--- config.mk ---
export PLATFORM = sky130hd
export DESIGN_NAME = ksa_shuffle_param_flat
export DESIGN_NICKNAME = d
export VERILOG_FILES = /design/src/rtl/ksa_shuffle_param_if.sv /design/src/rtl/ksa_shuffle_param.sv /design/src/flat_wrapper.sv
export SDC_FILE = /design/constraint.sdc
export NUM_CORES = 1
export LEC_CHECK = 0
export BUFFER_PORTS_ARGS = -buffer_cell sky130_fd_sc_hd__buf_2
export CELL_PAD_IN_SITES_DETAIL_PLACEMENT = 1
export CELL_PAD_IN_SITES_GLOBAL_PLACEMENT = 2
export CORE_ASPECT_RATIO = 0.75
export CORE_UTILIZATION = 36
export CTS_CLUSTER_DIAMETER = 60
export DETAILED_ROUTE_END_ITERATION = 12
export PLACE_DENSITY = 0.89
export SYNTH_ARGS = -nofsm -noshare
export SYNTH_HDL_FRONTEND = slang
export SYNTH_SLANG_ARGS = --single-unit
export TNS_END_PERCENT = 20
--- constraint.sdc ---
create_clock -name clk -period 3.92 [get_ports clk]
set_input_delay 0.392 -clock clk [delete_from_list [all_inputs] [get_ports clk]]
set_output_delay 0.392 -clock clk [all_outputs]
set_load 0.03 [all_outputs]
--- src/rtl/ksa_shuffle_param_if.sv ---
// Controller/RAM-side bundle for the RC4 key-scheduling engine.
// The slave modport is the engine; the master side is the controller plus S-box RAM.
interface ksa_shuffle_param_if #(
  parameter int ADDR_W    = 8,
  parameter int KEY_BYTES = 3
);
  logic                   start;
  logic                   init_en;
  logic [8*KEY_BYTES-1:0] key;
  logic [ADDR_W-1:0]      mem_rdata;
  logic [ADDR_W-1:0]      mem_addr;
  logic [ADDR_W-1:0]      mem_wdata;
  logic                   mem_we;
  logic                   busy;
  logic                   done;

  modport master (
    output start, init_en, key, mem_rdata,
    input  mem_addr, mem_wdata, mem_we, busy, done
  );

  modport slave (
    input  start, init_en, key, mem_rdata,
    output mem_addr, mem_wdata, mem_we, busy, done
  );
endinterface

--- src/rtl/ksa_shuffle_param.sv ---
// RC4 key-scheduling engine: optional identity fill of the S-box RAM, then the
// key-dependent swap loop, all through one single-port synchronous RAM.
module ksa_shuffle_param #(
  parameter int ADDR_W    = 8,
  parameter int KEY_BYTES = 3,
  parameter int RD_LAT    = 2
) (
  input  logic              clk,
  input  logic              rst_n,
  ksa_shuffle_param_if.slave bus
);
  localparam int KIDX_W = (KEY_BYTES > 1) ? $clog2(KEY_BYTES) : 1;
  localparam int WC_W   = $clog2(RD_LAT + 1);

  localparam logic [ADDR_W-1:0] I_LAST  = '1;
  localparam logic [KIDX_W-1:0] K_LAST  = KIDX_W'(KEY_BYTES - 1);
  localparam logic [WC_W-1:0]   WC_LAST = WC_W'(RD_LAT);

  localparam logic [2:0] S_IDLE  = 3'd0;
  localparam logic [2:0] S_FILL  = 3'd1;
  localparam logic [2:0] S_RD_I  = 3'd2;
  localparam logic [2:0] S_ADD_J = 3'd3;
  localparam logic [2:0] S_RD_J  = 3'd4;
  localparam logic [2:0] S_WR_I  = 3'd5;
  localparam logic [2:0] S_WR_J  = 3'd6;
  localparam logic [2:0] S_DONE  = 3'd7;

  logic [2:0]             state;
  logic [ADDR_W-1:0]      i;
  logic [ADDR_W-1:0]      j;
  logic [KIDX_W-1:0]      kidx;
  logic [ADDR_W-1:0]      s_i;
  logic [ADDR_W-1:0]      s_j;
  logic [WC_W-1:0]        wcnt;
  logic [8*KEY_BYTES-1:0] key_q;
  logic [7:0]             kbyte;
  logic [ADDR_W-1:0]      kb;

  // Byte 0 sits in the most significant byte of the key word.
  always_comb begin
    kbyte = '0;
    for (int b = 0; b < KEY_BYTES; b++) begin
      if (kidx == KIDX_W'(b)) kbyte = key_q[8*(KEY_BYTES-1-b) +: 8];
    end
  end

  assign kb = ADDR_W'(kbyte);

  always_comb begin
    bus.mem_addr  = '0;
    bus.mem_wdata = '0;
    bus.mem_we    = 1'b0;
    case (state)
      S_FILL: begin
        bus.mem_addr  = i;
        bus.mem_wdata = i;
        bus.mem_we    = 1'b1;
      end
      S_RD_I: bus.mem_addr = i;
      S_RD_J: bus.mem_addr = j;
      S_WR_I: begin
        bus.mem_addr  = i;
        bus.mem_wdata = s_j;
        bus.mem_we    = 1'b1;
      end
      // When i == j this second write restores s_i, leaving the entry unchanged.
      S_WR_J: begin
        bus.mem_addr  = j;
        bus.mem_wdata = s_i;
        bus.mem_we    = 1'b1;
      end
      default: ;
    endcase
  end

  assign bus.busy = (state != S_IDLE) && (state != S_DONE);
  assign bus.done = (state == S_DONE);

  always_ff @(posedge clk or negedge rst_n) begin
    if (!rst_n) begin
      state <= S_IDLE;
      i     <= '0;
      j     <= '0;
      kidx  <= '0;
      s_i   <= '0;
      s_j   <= '0;
      wcnt  <= '0;
      key_q <= '0;
    end else begin
      case (state)
        S_IDLE: begin
          if (bus.start) begin
            key_q <= bus.key;
            i     <= '0;
            j     <= '0;
            kidx  <= '0;
            wcnt  <= '0;
            state <= bus.init_en ? S_FILL : S_RD_I;
          end
        end
        S_FILL: begin
          i <= i + 1'b1;
          if (i == I_LAST) state <= S_RD_I;
        end
        // Address is held for RD_LAT+1 cycles; data is valid on the last edge.
        S_RD_I: begin
          if (wcnt == WC_LAST) begin
            s_i   <= bus.mem_rdata;
            wcnt  <= '0;
            state <= S_ADD_J;
          end else begin
            wcnt <= wcnt + 1'b1;
          end
        end
        S_ADD_J: begin
          j     <= j + s_i + kb;
          state <= S_RD_J;
        end
        S_RD_J: begin
          if (wcnt == WC_LAST) begin
            s_j   <= bus.mem_rdata;
            wcnt  <= '0;
            state <= S_WR_I;
          end else begin
            wcnt <= wcnt + 1'b1;
          end
        end
        S_WR_I: state <= S_WR_J;
        S_WR_J: begin
          kidx <= (kidx == K_LAST) ? '0 : kidx + 1'b1;
          if (i == I_LAST) begin
            state <= S_DONE;
          end else begin
            i     <= i + 1'b1;
            state <= S_RD_I;
          end
        end
        S_DONE:  state <= S_IDLE;
        default: state <= S_IDLE;
      endcase
    end
  end
endmodule
--- src/flat_wrapper.sv ---
// flat-port wrapper written by rule: the top's interface ports become plain ports
module ksa_shuffle_param_flat 
#(
  parameter int ADDR_W    = 8,
  parameter int KEY_BYTES = 3,
  parameter int RD_LAT    = 2
)
  (clk, rst_n, bus_start, bus_init_en, bus_key, bus_mem_rdata, bus_mem_addr, bus_mem_wdata, bus_mem_we, bus_busy, bus_done);
  ksa_shuffle_param_if #(.ADDR_W(ADDR_W), .KEY_BYTES(KEY_BYTES)) bus_i ();
  input  logic clk;
  input  logic rst_n;
  input wire logic [$bits(bus_i.start)-1:0] bus_start;
  input wire logic [$bits(bus_i.init_en)-1:0] bus_init_en;
  input wire logic [$bits(bus_i.key)-1:0] bus_key;
  input wire logic [$bits(bus_i.mem_rdata)-1:0] bus_mem_rdata;
  output wire logic [$bits(bus_i.mem_addr)-1:0] bus_mem_addr;
  output wire logic [$bits(bus_i.mem_wdata)-1:0] bus_mem_wdata;
  output wire logic [$bits(bus_i.mem_we)-1:0] bus_mem_we;
  output wire logic [$bits(bus_i.busy)-1:0] bus_busy;
  output wire logic [$bits(bus_i.done)-1:0] bus_done;
  assign bus_i.start = bus_start;
  assign bus_i.init_en = bus_init_en;
  assign bus_i.key = bus_key;
  assign bus_i.mem_rdata = bus_mem_rdata;
  assign bus_mem_addr = bus_i.mem_addr;
  assign bus_mem_wdata = bus_i.mem_wdata;
  assign bus_mem_we = bus_i.mem_we;
  assign bus_busy = bus_i.busy;
  assign bus_done = bus_i.done;
  ksa_shuffle_param #(.ADDR_W(ADDR_W), .KEY_BYTES(KEY_BYTES), .RD_LAT(RD_LAT)) u_core (.clk(clk), .rst_n(rst_n), .bus(bus_i));
endmodule
Yosys cells after proc, flatten, opt, wreduce, memory -nomap -nowiden
Index checks and enable logic that the tools add are counted.

word-level totals
  bits in latches = 0
  output and inout bits = 19
  RAM bits = 0
  register bits = 63
  ROM bits = 0
  memories kept = 0

cells by class
  order comparisons = 0
  muxes and demuxes = 22
  shifts and indexed selects = 0
  reduce and logical (&&, ||, !) cells = 20
  $add $sub $neg = 5
  $mul = 0
  div/mod/pow operators = 0
  bitwise gates (word level) = 0
  equal/unequal tests = 17

operators with widths
  cell                 count
  $pmux 8 s3           2
  $mux 8               5
  $pmux 8 s2           2
  $pmux 3 s8           1
  $add 8x8->8          2
  $mux 3               5
  $eq 3x3->1 const B   4
  $reduce_and 2->1     6
  $add 8x1->8 const B  1
  $eq 8x8->1 const B   1
  $mux 2               4
  $pmux 2 s2           2
  $eq 3x2->1 const B   2
  $ne 2x1->1 const B   3
  $reduce_bool 2->1    3
  $reduce_bool 3->1    2
  $reduce_or 3->1      2
  $add 2x1->2 const B  2
  $eq 2x2->1 const B   2
  $ne 2x2->1 const B   2
  $reduce_and 4->1     1
  $reduce_or 2->1      2
  $eq 3x1->1 const B   1
  $logic_not 3->1      1
  6 further kinds      6

Logic depth before layout (Yosys ltp)
  word-level depth = 6
  mapped depth = 15
  mapped depth without buffers = 14

Least setup slack after synthesis
Ideal clock, no wire load.

  path type = register to register
  start = reg u_core.kidx[1]
  end = reg u_core.j[7]
  path slack = 0.777 ns
  data required time = 3.802 ns
  arrival = 3.025 ns
  stages on the path, launching flop included = 16
  cell sequence = dfrtp_1 -> buf_1 -> nor2b_1 -> clkbuf_1 -> a21oi_1 -> fa_1 -> inv_1 -> ha_1 -> inv_1 -> fa_1 -> nor2b_1 -> o31ai_1 -> a21oi_1 -> xnor2_1 -> a21o_1 -> a21o_1

on the way
  cells in the longest elaborated chain, start to end = 6

ends and longest elaborated chain
  what                    line                      source
  from (decl)             ksa_shuffle_param.sv:31   logic [KIDX_W-1:0] kidx;
  from (signal assigned)  ksa_shuffle_param.sv:130  kidx <= (kidx == K_LAST) ? '0 : kidx + 1'b1;
  $logic_not 2->1         ksa_shuffle_param.sv:43   if (kidx == KIDX_W'(b)) kbyte = key_q[8*(KEY_BYTES-1-b) +: 8];
  $mux 8 (2 in series)    ksa_shuffle_param.sv:43
  $mux 8 (*)              ksa_shuffle_param.sv:43
  $add 8x8->8 (*)         ksa_shuffle_param.sv:116  j <= j + s_i + kb;
  $pmux 8 s2 (*)          ksa_shuffle_param.sv:90   case (state)
  to (signal assigned)    ksa_shuffle_param.sv:116
  to (decl)               ksa_shuffle_param.sv:30   logic [ADDR_W-1:0] j;

Mark *: on every way between the ends. The rest lies on a longest branch, timed or not.
A chain may end at the register's enable or synchronous reset.

Worst setup path after layout
Same ends and word-level chain as after synthesis.

==> results.py <==
metrics = {
    "clock_tree": {
        "cts.sinks": 63,
        "ctsResizeCount": 0,
        "clock-root-buffer": "clkbuf_16",
        "cts.clk_slew.worst_paths_ns": 0.06,
        "cts_buffers": 9,
        "hold_buffers": 0,
        "clock_latency_ns": 0.33,
        "htree_num_levels": 3,
        "post_cts_buffers": 0,
        "cts_tree": "done",
        "clockBufferDepth": 2,
    },
    "synth": {
        "synth_edf_count": 0,
        "yosysWarnings": 0,
        "synth_top_family_by_area": "compound AO/OA/AOI/OAI gates",
        "synth_mux_area_frac": 0.1387,
        "synthTopCellsByArea": "dfrtp_1, mux2_2, nand2_1, fa_1, ha_1",
        "yosysMostFrequentCell": "dfrtp_1",
        "synthSimpleGateAreaFrac": 0.1265,
        "ys.flop_type": "dfrtp_1",
        "postSynthAreaPerCell_um2": 10.13,
        "synth_cells": 366,
        "synth-seq-area-share": 0.4251,
        "synth-compound-area-share": 0.1393,
        "synthesis.area_mm2": 0.003709,
        "async_flop_share": 1.000,
        "synth_fa_ha_area_frac": 0.08367,
        "synth_top_area_share": 0.4251,
        "synth-xor-area-share": 0.02362,
        "syn_nets": 422,
        "ys_seq_elements": 63,
        "yosys-top-cells-count": "dfrtp_1, nand2_1, mux2_2, inv_1, o21ai_0",
        "synth_area_leader_cell": "dfrtp_1",
        "yosysUniqueCellTypes": 48,
    },
    "finish": {
        "areaGrowthSynthToFinish_pct": 17.64,
        "drive_gt1_frac": 0.2779,
        "diodes": 0,
        "final_nets": 472,
    },
    "floorplan": {
        "rows": 31,
        "dieArea_mm2": 0.01072,
        "die_y_um": 89.90,
        "coreArea_mm2": 0.009813,
        "initial_core_util": 0.3779,
        "die_w_um": 119.2,
        "num_io_pins": 55,
    },
    "worst_setup_path": {
        "cp.arrival_ns": 3.58,
        "cp-end-kind": "flop",
        "crit_fanout": 12,
        "crit_required_ns": 4.14,
        "criticalPathCategory": "flop to flop",
        "r2r_start": "u_core.kidx[1]",
        "start_kind": "flop",
        "cp-startpoint": "u_core.kidx[1]",
    },
    "min_path": {
        "worstHoldPathType": "input pin to asynchronous set/reset pin",
    },
    "pwr": {
        "ir_drop_mv": 0.2143,
        "leakage_uw": 0.002167,
        "power_density_mw_per_mm2": 443.8,
        "fin_total_pwr_uw": 1936,
    },
    "run_status": {
        "status": "complete, no violations",
    },
    "sta": {
        "fin_tns_setup_ns": 0,
        "slew_headroom": 0.4341,
        "final.period_utilization": 0.8569,
        "tightest_slew_ns": 0.8488,
        "drv_slew": 0,
        "clock_skew_ns": 0.006487,
        "setup_violations": 0,
        "post-route-min-period_ns": 3.359,
        "rsz0062_at_grt": "false",
        "hold_violations": 0,
        "max_freq_ghz": 0.2977,
    },
    "global_route": {
        "grt_usage": 0.1969,
        "grt_max_degree": 34,
        "grt_pass1_wl_um": 16070,
        "antenna_found_initial": 0,
        "gr-total-overflow": 0,
        "grt_pass1_vias": 3045,
    },
    "place": {
        "port_buffers": 54,
        "hpwl_um": 7281,
        "gp_congestion": 0.7939,
    },
    "detailed_routing": {
        "drtPass1Iterations": 4,
        "routedWlPerCell_um": 17.27,
        "antenna_left": 0,
        "vias": 2836,
        "totalWireLength_um": 9552,
        "drc": 0,
        "drtIter0Drc": 103,
        "routed_via_density": 5.128,
    },
    "flow_run": {
        "maxCapViolations": 0,
    },
}
==> logic make-up (layout without fill, tap and decap cells) <==
family,Yosys count,after routing
AND/OR/NAND/NOR,98,98
AO/OA/AOI/OAI,76,76
flip-flops,63,63
buffers and inverters,52,107
multiplexers,47,47
adder cells (fa/ha/maj),20,20
XOR/XNOR,10,10
==> report_power, final <==
part           internal (uW)  switching, uW  leakage (uW)
clock network            495            304      0.000135
logic                    174            220       0.00125
registers                699           43.9      0.000784
total                   1370            568       0.00217
==> metrics by stage <==
stage	std cells	setup slack (ns)	hold WS [ns]	util	instance area (um^2)
3_3_place_gp	537	0.6924	0.4896	0.4141	4064
5_1_grt	553	0.2869	0.2040	0.4446	4363
4_1_cts	553	0.5020	0.1601	0.4446	4363
3_5_place_dp	537	0.5436	0.4952	0.4141	4064
6_report	553	0.5611	0.1242	0.4446	4363
2_1_floorplan	366	0.7767	0.09641	-	3709
==> final cells by class <==
| class | instances | area (um^2) |
|---|---|---|
| tap | 132 | 165.2 |
| clock buffer | 10 | 229.0 |
| inverter | 33 | 123.9 |
| timing repair buffer | 58 | 300.3 |
| multi-input combinational | 251 | 1898 |
| sequential | 63 | 1577 |
| clock inverter | 6 | 70.07 |
| fill | 1121 | 5450 |
==> worst paths after layout <==
| path | endpoint | slack [ns] | cells past startpoint |
|---|---|---|---|
| min in group clk | u_core.s_i[1] | 0.28 | 3 |
| max in group asynchronous | u_core.s_j[3] | 2.89 | 2 |
| setup / recovery | u_core.j[7] | 0.56 | 13 |
| hold reg to reg | u_core.key_q[7] | 0.50 | 1 |
| setup reg to reg | u_core.j[7] | 0.56 | 13 |
| hold / removal | u_core.wcnt[1] | 0.12 | 1 |
==> critical path: stages, from the launching register on <==
cell and delay (ns):
dfrtp_1 0.56, nor2b_1 0.48, a21oi_1 0.18, fa_1 0.44, inv_1 0.08, ha_1 0.17
inv_1 0.06, fa_1 0.40, nor2b_1 0.16, o31ai_1 0.10, a21oi_1 0.17, xnor2_1 0.11
a21o_1 0.17, a21o_1 0.16
==> cells in the final DEF (no fill, tap or decap), types with 5 or more instances in the layout <==
cell,instances
nor3_1,5
o21ai_0,27
buf_2,54
a21oi_1,12
nand3_1,5
a22o_1,16
nand2b_1,6
mux2_2,35
nand2_1,45
nor2_1,18
clkbuf_16,9
dfrtp_1,63
mux2i_1,12
ha_1,12
xor2_1,5
fa_1,8
inv_1,33
nor2b_1,5
xnor2_1,5
==> sequential cells by signal (all words and copies together) (netlist names) <==
| signal | count |
|---|---|
| u_core.i | 8 |
| u_core.state | 3 |
| u_core.wcnt | 2 |
| u_core.j | 8 |
| u_core.kidx | 2 |
| u_core.key_q | 24 |
| u_core.s_i | 8 |
| u_core.s_j | 8 |
==> metal layers <==
layer,part of all wire,GRT usage,vias to the layer above,wire length (um)
met5,0,0,-,0
met2,0.46,0.3028,66,4375
li1,-,-,1350,-
met1,0.48,0.2633,1409,4581
met4,0.012,0.07068,0,112
met3,0.050,0.05647,11,482
No activity file was read; power rests on OpenSTA's default activity.
